## config.mk

```make
export PLATFORM = sky130hd
export DESIGN_NAME = des_key_schedule
export DESIGN_NICKNAME = d
export VERILOG_FILES = /design/src/rtl/des_key_schedule_pkg.sv /design/src/rtl/des_key_schedule_pc2.sv /design/src/rtl/des_key_schedule.sv
export SDC_FILE = /design/constraint.sdc
export NUM_CORES = 1
export LEC_CHECK = 0
export ABC_CLOCK_PERIOD_IN_PS = 3400
export CAP_MARGIN = 10
export CORE_UTILIZATION = 50
export CTS_CLUSTER_DIAMETER = 40
export DETAILED_ROUTE_END_ITERATION = 12
export GPL_ROUTABILITY_DRIVEN = 0
export PLACE_DENSITY = 0.82
export SYNTH_ARGS = -nofsm -noshare
export SYNTH_HDL_FRONTEND = slang
export SYNTH_SLANG_ARGS = --single-unit
```

## constraint.sdc

```tcl
create_clock -name sys_clk -period 3.4 [get_ports sys_clk]
set_clock_uncertainty 0.15 [all_clocks]
set_input_delay 0.68 -clock sys_clk [delete_from_list [all_inputs] [get_ports sys_clk]]
set_output_delay 0.68 -clock sys_clk [all_outputs]
set_load 0.01 [all_outputs]
```

## src/rtl/des_key_schedule_pkg.sv

```systemverilog
// Shared tables, state encoding and helpers for the DES key schedule.
package des_key_schedule_pkg;

  localparam int ROUNDS = 16;

  typedef enum logic [0:0] {
    ST_IDLE = 1'b0,
    ST_RUN  = 1'b1
  } ks_state_e;

  // Permuted choice 1: key bit positions (1 = MSB), C half then D half.
  localparam int PC1_TAB [56] = '{
    57, 49, 41, 33, 25, 17,  9,  1, 58, 50, 42, 34, 26, 18,
    10,  2, 59, 51, 43, 35, 27, 19, 11,  3, 60, 52, 44, 36,
    63, 55, 47, 39, 31, 23, 15,  7, 62, 54, 46, 38, 30, 22,
    14,  6, 61, 53, 45, 37, 29, 21, 13,  5, 28, 20, 12,  4
  };

  // Permuted choice 2: positions within C||D (1 = MSB of C).
  localparam int PC2_TAB [48] = '{
    14, 17, 11, 24,  1,  5,  3, 28, 15,  6, 21, 10,
    23, 19, 12,  4, 26,  8, 16,  7, 27, 20, 13,  2,
    41, 52, 31, 37, 47, 55, 30, 40, 51, 45, 33, 48,
    44, 49, 39, 56, 34, 53, 46, 42, 50, 36, 29, 32
  };

  // Left-rotation amount applied before each encrypt round.
  localparam int SHIFT_TAB [16] = '{1, 1, 2, 2, 2, 2, 2, 2, 1, 2, 2, 2, 2, 2, 2, 1};

  function automatic logic [55:0] pc1(input logic [63:0] key);
    logic [55:0] cd;
    cd = '0;
    for (int i = 0; i < 56; i++) cd[6'(55 - i)] = key[6'(64 - PC1_TAB[i])];
    return cd;
  endfunction

  // The step leaving round r is a single-bit rotation in both directions:
  // decrypt walks the table backwards, and the table is symmetric about
  // the single-shift positions seen from r+1.
  function automatic logic single_shift(input logic [3:0] r);
    return SHIFT_TAB[r + 4'd1] == 1;
  endfunction

  function automatic logic [27:0] rot28(input logic [27:0] x, input logic left, input logic one);
    logic [27:0] y;
    if (left) y = one ? {x[26:0], x[27]} : {x[25:0], x[27:26]};
    else      y = one ? {x[0], x[27:1]}  : {x[1:0], x[27:2]};
    return y;
  endfunction

  function automatic logic [55:0] rot_cd(input logic [55:0] cd, input logic left, input logic one);
    return {rot28(cd[55:28], left, one), rot28(cd[27:0], left, one)};
  endfunction

  // High when any key byte carries even parity (DES keys use odd parity).
  function automatic logic any_even_byte(input logic [63:0] key);
    logic bad;
    bad = 1'b0;
    for (int k = 0; k < 8; k++) if (~^key[6'(8 * k) +: 8]) bad = 1'b1;
    return bad;
  endfunction

endpackage

```

## src/rtl/des_key_schedule_pc2.sv

```systemverilog
// Combinational PC2 selection: 56-bit C||D to one 48-bit round subkey.
module des_key_schedule_pc2
  import des_key_schedule_pkg::*;
(
  input  logic [55:0] cd_i,
  output logic [47:0] subkey_o
);

  // Pick the 48 subkey bits out of C||D; bit 1 of the subkey is the MSB.
  always_comb begin
    subkey_o = '0;
    for (int i = 0; i < 48; i++) subkey_o[6'(47 - i)] = cd_i[6'(56 - PC2_TAB[i])];
  end

endmodule

```

## src/rtl/des_key_schedule.sv

```systemverilog
// DES key schedule: loads one 64-bit key and issues the 16 round subkeys,
// one per valid/ready handshake, in encrypt (K1..K16) or decrypt (K16..K1) order.
//
//   state   | meaning
//   --------+----------------------------------------------------------
//   ST_IDLE | waiting for a key; key_ready high
//   ST_RUN  | presenting subkey for round round_q; subkey_valid high
module des_key_schedule
  import des_key_schedule_pkg::*;
#(
  parameter bit PARITY_CHK = 1'b0
) (
  input  logic        sys_clk,
  input  logic        sys_rst_n,
  input  logic [63:0] key_in,
  input  logic        decrypt,
  input  logic        key_valid,
  output logic        key_ready,
  output logic [47:0] subkey,
  output logic [3:0]  subkey_round,
  output logic        subkey_valid,
  input  logic        subkey_ready,
  output logic        parity_err,
  output logic        busy
);

  ks_state_e   state_q, state_d;
  logic [55:0] cd_q, cd_d;
  logic [3:0]  round_q, round_d;
  logic        dec_q, dec_d;
  logic        par_q, par_d;
  logic [55:0] pc1_cd;

  assign pc1_cd = pc1(key_in);

  // State register and schedule datapath registers.
  always_ff @(posedge sys_clk or negedge sys_rst_n) begin
    if (!sys_rst_n) begin
      state_q <= ST_IDLE;
      cd_q    <= '0;
      round_q <= '0;
      dec_q   <= 1'b0;
      par_q   <= 1'b0;
    end else begin
      state_q <= state_d;
      cd_q    <= cd_d;
      round_q <= round_d;
      dec_q   <= dec_d;
      par_q   <= par_d;
    end
  end

  // Next state, load/rotate of C and D, and handshake outputs.
  always_comb begin
    state_d      = state_q;
    cd_d         = cd_q;
    round_d      = round_q;
    dec_d        = dec_q;
    par_d        = par_q;
    key_ready    = 1'b0;
    subkey_valid = 1'b0;
    busy         = 1'b0;
    unique case (state_q)
      ST_IDLE: begin
        key_ready = 1'b1;
        if (key_valid) begin
          state_d = ST_RUN;
          // Decrypt starts from K16, which sits at the unrotated PC1 value.
          cd_d    = decrypt ? pc1_cd : rot_cd(pc1_cd, 1'b1, 1'b1);
          dec_d   = decrypt;
          round_d = '0;
          par_d   = PARITY_CHK && any_even_byte(key_in);
        end
      end
      ST_RUN: begin
        subkey_valid = 1'b1;
        busy         = 1'b1;
        if (subkey_ready) begin
          round_d = round_q + 4'd1;
          cd_d    = rot_cd(cd_q, !dec_q, single_shift(round_q));
          if (round_q == 4'(ROUNDS - 1)) state_d = ST_IDLE;
        end
      end
      default: state_d = ST_IDLE;
    endcase
  end

  des_key_schedule_pc2 u_pc2 (
    .cd_i     (cd_q),
    .subkey_o (subkey)
  );

  assign subkey_round = round_q;
  assign parity_err   = par_q;

endmodule

```

==> impl_metrics.yaml, run 1 <==
finish:
  fin_nets: 664
  diodes: 0
  syn_to_final_growth_pct: 11.0
  design_area_um2: 5290
  drive_gt1_frac: 0.0684
status:
  status: "finished, final reports clean"
setup_path:
  cp.arrival_ns: 2.96
  r2r_end: "cd_q[27]"
  cp_max_fo: 60
  reg2reg_slack_ns: 0.50
  rr_startpoint: "subkey_round[0]"
  rr_worst_depth: 6
  cp-end-kind: "register"
  critPathKind: "reg2reg"
  worst_setup_path_start_kind: "register"
  critPathRequiredTime_ns: 3.47
sta:
  rsz0062_at_grt: "no"
  slew_headroom: 0.523
  tightestPinTransition_ns: 0.716
  slew_viol_final: 0
  finalCritPeriodShare: 0.852
  min_period_ns: 2.90
  fin_tns_setup_ns: 0
  finalHoldViolations: 0
  setup-violations-final: 0
  fmax_mhz: 345
global_routing:
  grt_use_total: 0.271
  grt_max_degree: 70
  grt_pass1_vias: 4299
  grt_pass1_wl_um: 21300
  overflow: 0
  antenna_found_initial: 0
synthesis:
  syn_area_um2: 4770
  async_reset_ff_frac: 1.00
  seq_area_frac_synth: 0.325
  syn_inst: 597
  synth_cell_types: 45
  ys_seq_elements: 62
  ys.flop_type: "dfrtp_1"
  avgSynthCellArea_um2: 7.99
  yosys_warnings: 0
  synth_edf_count: 0
clock_network:
  worstSkewPairLatency_ns: 0.36
  cts_root_buf: "clkbuf_8"
  clk_path_buf_depth: 2
  htreeDepth: 3
  cts_setup_buffers: 0
  postCtsHoldBufs: 0
  cts_tree: "done"
  clk_pin_slew_ns: 0.08
  cts_resized: 0
  clock_sinks: 62
  numCtsBuffers: 9
die:
  num_rows: 35
  initial_core_util: 0.516
  die_area_um2: 9930
  die_w_um: 99.7
  core_um2: 9240
  dieHeight_um: 99.7
  ios: 125
drt:
  wl_per_cell_um: 18.3
  ant_nets: 0
  vias: 4740
  drt_iter0_drc: 463
  drc: 0
  first_pass_iters: 6
  via_per_inst: 6.51
  routed_wl_um: 13300
hold_path:
  hold_class: "in2async"
placement:
  place_hpwl_um: 8530
  placedInstanceArea_um2: 5090
  io_buffer_count: 53
pwr:
  ir_drop_uv: 659
  powerDensity_nw_per_um2: 1140
  static-leakage-power_nw: 2.17
flow_run:
  drv_cap: 0
## registers in the layout (all words and copies together), names as in the netlist
name          cells
cd_q             56
dec_q             1
state_q           1
subkey_round      4
## cell type report
cell class / count / area [um^2]
clock inverter: 7 / 75.1
inverter: 3 / 11.3
multi-input combinational: 447 / 2670
tap: 129 / 161
sequential: 62 / 1550
timing repair buffer: 71 / 698
fill: 808 / 3950
clock buffer: 9 / 124
## layer usage
layer	routed length, um	part of all wire	global-route usage	vias up
met1	5470	0.41	0.361	2278
met2	6320	0.47	0.427	265
met5	0	0	0	-
met4	452	0.034	0.148	0
li1	-	-	-	2155
met3	1070	0.080	0.0351	42
## power breakdown
group / total (W) / internal, W / switching, W / leakage (nW)
sequential: 0.00157 / 0.00112 / 0.000448 / 0.737
combinational: 0.00379 / 0.00157 / 0.00222 / 1.34
clock: 0.000680 / 0.000339 / 0.000341 / 0.0914
total: 0.00603 / 0.00303 / 0.00300 / 2.17
## cell usage in the layout (no fill, tap or decap), types with 3 or more instances in the layout
cell	instances
o21ai_0	54
conb_1	23
dfrtp_1	61
o31ai_1	27
or3_1	5
buf_12	3
a211oi_1	52
clkbuf_8	9
a31oi_1	3
nor2_1	20
clkdlybuf4s50_1	52
a2111oi_0	15
nand3_1	22
a21oi_1	35
a32o_1	5
a211o_1	6
nand2_1	76
nand2b_1	6
a311oi_1	9
a22o_1	5
nor3b_1	4
buf_4	15
clkinvlp_4	3
and3_1	42
mux2i_1	11
## critical path, cell delays in order, from the launching register on
cell	delay, ns
dfrtp_1	0.45
ha_1	0.37
or4_1	0.59
buf_12	0.23
and3_1	0.24
a2111oi_0	0.61
a311oi_1	0.11
## cell usage after synthesis (all sizes together), types with 2 or more instances
library cell  instances  share of area
clkbuf               39          0.031
dfrtp                62           0.33
and2                  2         0.0026
and4                  2         0.0037
nand2b                6         0.0079
nand3                22          0.023
o211a                 2         0.0042
inv                   2         0.0016
a211oi               52          0.082
nor2                 21          0.017
a32o                  5          0.010
a22o                  5         0.0092
nand2                77          0.062
xor2                  2         0.0037
mux2i                11          0.023
a21boi                3         0.0047
o31ai                27          0.043
a31oi                 3         0.0039
or3                   5         0.0066
a211o                 6          0.011
nor3b                 4         0.0063
nor2b                 3         0.0039
buf                  68           0.10
a311oi                9          0.017
nor3                  2         0.0021
and3                 42          0.055
a2111oi              15          0.028
o21ai                54          0.057
a21oi                35          0.037
## through the flow
stage	util	cells	hold WS [ns]	power, W	worst slack [ns]
after floorplan	-	619	0.234	0.00434	0.877
after global placement	0.551	712	0.321	0.00516	0.577
after detailed placement	0.551	712	0.337	0.00527	0.353
after CTS	0.573	728	0.217	0.00595	0.550
after global routing	0.573	728	0.238	0.00643	0.412
final	0.573	728	0.193	0.00603	0.504
## logic make-up (layout without fill, tap and decap cells)
kind of cell / count (synthesis) / count (layout) / synth area share
flip-flops: 62 / 62 / 0.325
multiplexers: 11 / 11 / 0.0231
XOR/XNOR: 2 / 2 / 0.00367
adder cells (fa/ha/maj): 1 / 1 / 0.00262
other: 1 / 23 / 0.000786
buffers and inverters: 110 / 90 / 0.134
AO/OA/AOI/OAI: 221 / 221 / 0.316
AND/OR/NAND/NOR: 189 / 189 / 0.194
## worst max path at each step
stage / slack (ns) / endpoint / from / cells past startpoint
finish: 0.50 / cd_q[27] / subkey_round[0] / 6
global route: 0.41 / cd_q[27] / subkey_round[0] / 6
CTS: 0.55 / cd_q[27] / subkey_round[0] / 6
detailed placement: 0.35 / cd_q[27] / key_valid / 6
global placement: 0.58 / cd_q[30] / key_valid / 6
floorplan: 0.88 / cd_q[7] / subkey_round[0] / 7
(Power assumes the default switching activity.)
==> run 2, diff against run 1 <==
--- a/config.mk
+++ b/config.mk
@@ -5,13 +5,13 @@
 export SDC_FILE = /design/constraint.sdc
 export NUM_CORES = 1
 export LEC_CHECK = 0
-export ABC_CLOCK_PERIOD_IN_PS = 3400
+export ABC_CLOCK_PERIOD_IN_PS = 2400
 export CAP_MARGIN = 10
-export CORE_UTILIZATION = 50
+export CORE_UTILIZATION = 45
 export CTS_CLUSTER_DIAMETER = 40
 export DETAILED_ROUTE_END_ITERATION = 12
 export GPL_ROUTABILITY_DRIVEN = 0
-export PLACE_DENSITY = 0.82
+export PLACE_DENSITY = 0.78
 export SYNTH_ARGS = -nofsm -noshare
 export SYNTH_HDL_FRONTEND = slang
 export SYNTH_SLANG_ARGS = --single-unit
==> constraint.sdc (replaced) <==
create_clock -name sys_clk -period 2.4 [get_ports sys_clk]
set_clock_uncertainty 0.15 [all_clocks]
set_input_delay 0.48 -clock sys_clk [delete_from_list [all_inputs] [get_ports sys_clk]]
set_output_delay 0.48 -clock sys_clk [all_outputs]
set_load 0.01 [all_outputs]
==> impl_metrics.yaml, run 2 (synthesis results as in run 1) <==
sta:
  slew_headroom: 0.453
  slew_viol_final: 0
  fmax_mhz: 406
  fin_tns_setup_ns: -0.0872
  setup-violations-final: 6
  min_period_ns: 2.47
  worst_hold_slack_ns: 0.346
  finalHoldViolations: 0
  finalCritPeriodShare: 1.03
  rsz0062_at_grt: "yes"
  setup_slack_ns: -0.0658
  tightestPinTransition_ns: 0.820
hold_path:
  hold_path_end: "cd_q[40]"
  hold_depth: 2
  hold_class: "reg2reg"
  hold_start: "cd_q[40]"
pwr:
  powerDensity_nw_per_um2: 1720
  combinationalPowerShare: 0.707
  ir_drop_uv: 765
  power.switching_w: 0.00513
  clockPowerShare: 0.077
  p_sw_frac: 0.482
  p_seq_frac: 0.216
  static-leakage-power_nw: 2.51
  p_int_w: 0.00552
finish:
  final_util: 0.601
  most-common-layout-cells: "76 x nand2_1, 59 x dfrtp_1, 54 x buf_4"
  drive_gt1_frac: 0.232
  final_common_cell: "nand2_1"
  largest_register: "cd_q"
  fillCellCount: 845
  syn_to_final_growth_pct: 29.6
  diodes: 0
  largest_reg_flops: 56
  fin_nets: 717
die:
  num_rows: 37
  core_um2: 10300
  die_w_um: 105
  dieHeight_um: 105
  ios: 125
  initial_core_util: 0.464
  die_area_um2: 11000
setup_path:
  slowest_stage: "dfrtp_2"
  critPathKind: "reg2reg"
  worst_setup_path_start_kind: "register"
  reg2reg_slack_ns: -0.07
  cp_max_fo: 6
  cp_cell_sequence: "ha_4, buf_4, nor2b_4, a32oi_4, buf_6, and3_1, a2111oi_1, buf_4, a311oi_1"
  critPathBufInv: 3
  crit_path_max_incr_delay_ns: 0.43
  critPathRequiredTime_ns: 2.47
  cp-end-kind: "register"
  rr_startpoint: "subkey_round[1]"
  crit_family: "compound AO/OA/AOI/OAI gates"
  crit_path_frequent_cell: "buf_4"
  cp.arrival_ns: 2.54
  r2r_end: "cd_q[0]"
  rr_worst_depth: 9
drt:
  drc: 0
  vias: 5011
  routed_wl_um: 14900
  wl_per_cell_um: 19.0
  ant_nets: 0
  via_per_inst: 6.37
  first_pass_iters: 5
  drt_iter0_drc: 447
flow_run:
  drv_cap: 0
clock_network:
  worstSkewPairLatency_ns: 0.35
  clock_sinks: 62
  numCtsBuffers: 9
  clk_pin_slew_ns: 0.08
  htreeDepth: 3
  cts_root_buf: "clkbuf_8"
  clk_path_buf_depth: 2
  cts_tree: "done"
global_routing:
  grt_pass1_wl_um: 22700
  overflow: 0
  grt_use_total: 0.254
  grt_max_degree: 70
  grt_pass1_vias: 4500
  antenna_found_initial: 0
placement:
  dp_slack_ns: -0.219
  place_hpwl_um: 9330
  io_buffer_count: 53
status:
  violations: "setup timing"
  status: "finished with violations"
## run 2: power by group through the flow
| stage | sequential, W | combinational (W) | clock [W] |
|---|---|---|---|
| floorplan | 0.00202 | 0.00419 | 0 |
| global placement | 0.00217 | 0.00602 | 0 |
| detailed placement | 0.00220 | 0.00615 | 0 |
| CTS | 0.00220 | 0.00646 | 0.000816 |
| global route | 0.00237 | 0.00803 | 0.000874 |
| finish | 0.00231 | 0.00753 | 0.000819 |
## run 2: final cells by class
type | instances | area [um^2] | share of cell area
multi-input cells | 447 | 3040 | 0.492
flip-flops and latches | 62 | 1560 | 0.252
repair buffers | 124 | 1240 | 0.200
well taps | 136 | 170 | 0.0275
clock buffers | 9 | 124 | 0.0200
clock inverters | 6 | 40.0 | 0.00648
inverters | 3 | 11.3 | 0.00182
## run 2: timing repair
item	CTS	global route
pin swaps	6	19
cloned	1	2
setup buffers	0	3
hold buffers	1	0
resized for setup	14	69
setup endpoints to repair	27	42
hold endpoints to repair	18	0
## run 2: per-layer routing
layer,global-route usage,wire [um],share of wire,vias up
li1,-,-,-,2268
met1,0.362,6380,0.43,2398
met2,0.388,6910,0.46,310
met3,0.0474,1340,0.090,35
met4,0.0805,286,0.019,0
met5,0,0,0,-
## run 2: worst max-delay path by stage
stage               startpoint        to  slack, ns  depth (start not counted)
2_1_floorplan  subkey_round[1]   cd_q[7]     -0.006                          7
3_3_place_gp   subkey_round[1]  cd_q[32]      -0.12                          6
3_5_place_dp   subkey_round[1]  cd_q[32]      -0.22                          6
4_1_cts        subkey_round[1]  cd_q[42]     -0.009                          7
5_1_grt        subkey_round[1]   cd_q[0]      -0.12                          9
6_report       subkey_round[1]   cd_q[0]      -0.07                          9
## run 2: worst reg2reg max path, cell delays in order, from the launching register on
cell and delay, ns:
dfrtp_2 0.43, ha_4 0.24, buf_4 0.15, nor2b_4 0.13, a32oi_4 0.20, buf_6 0.19, and3_1 0.20, a2111oi_1 0.42
buf_4 0.19, a311oi_1 0.05
## run 2: stage by stage
stage / std cells / area [um^2] / power [W]
2_1_floorplan: 619 / 4880 / 0.00621
3_3_place_gp: 765 / 5560 / 0.00819
3_5_place_dp: 765 / 5560 / 0.00836
4_1_cts: 782 / 5810 / 0.00947
5_1_grt: 787 / 6180 / 0.0113
6_report: 787 / 6180 / 0.0107
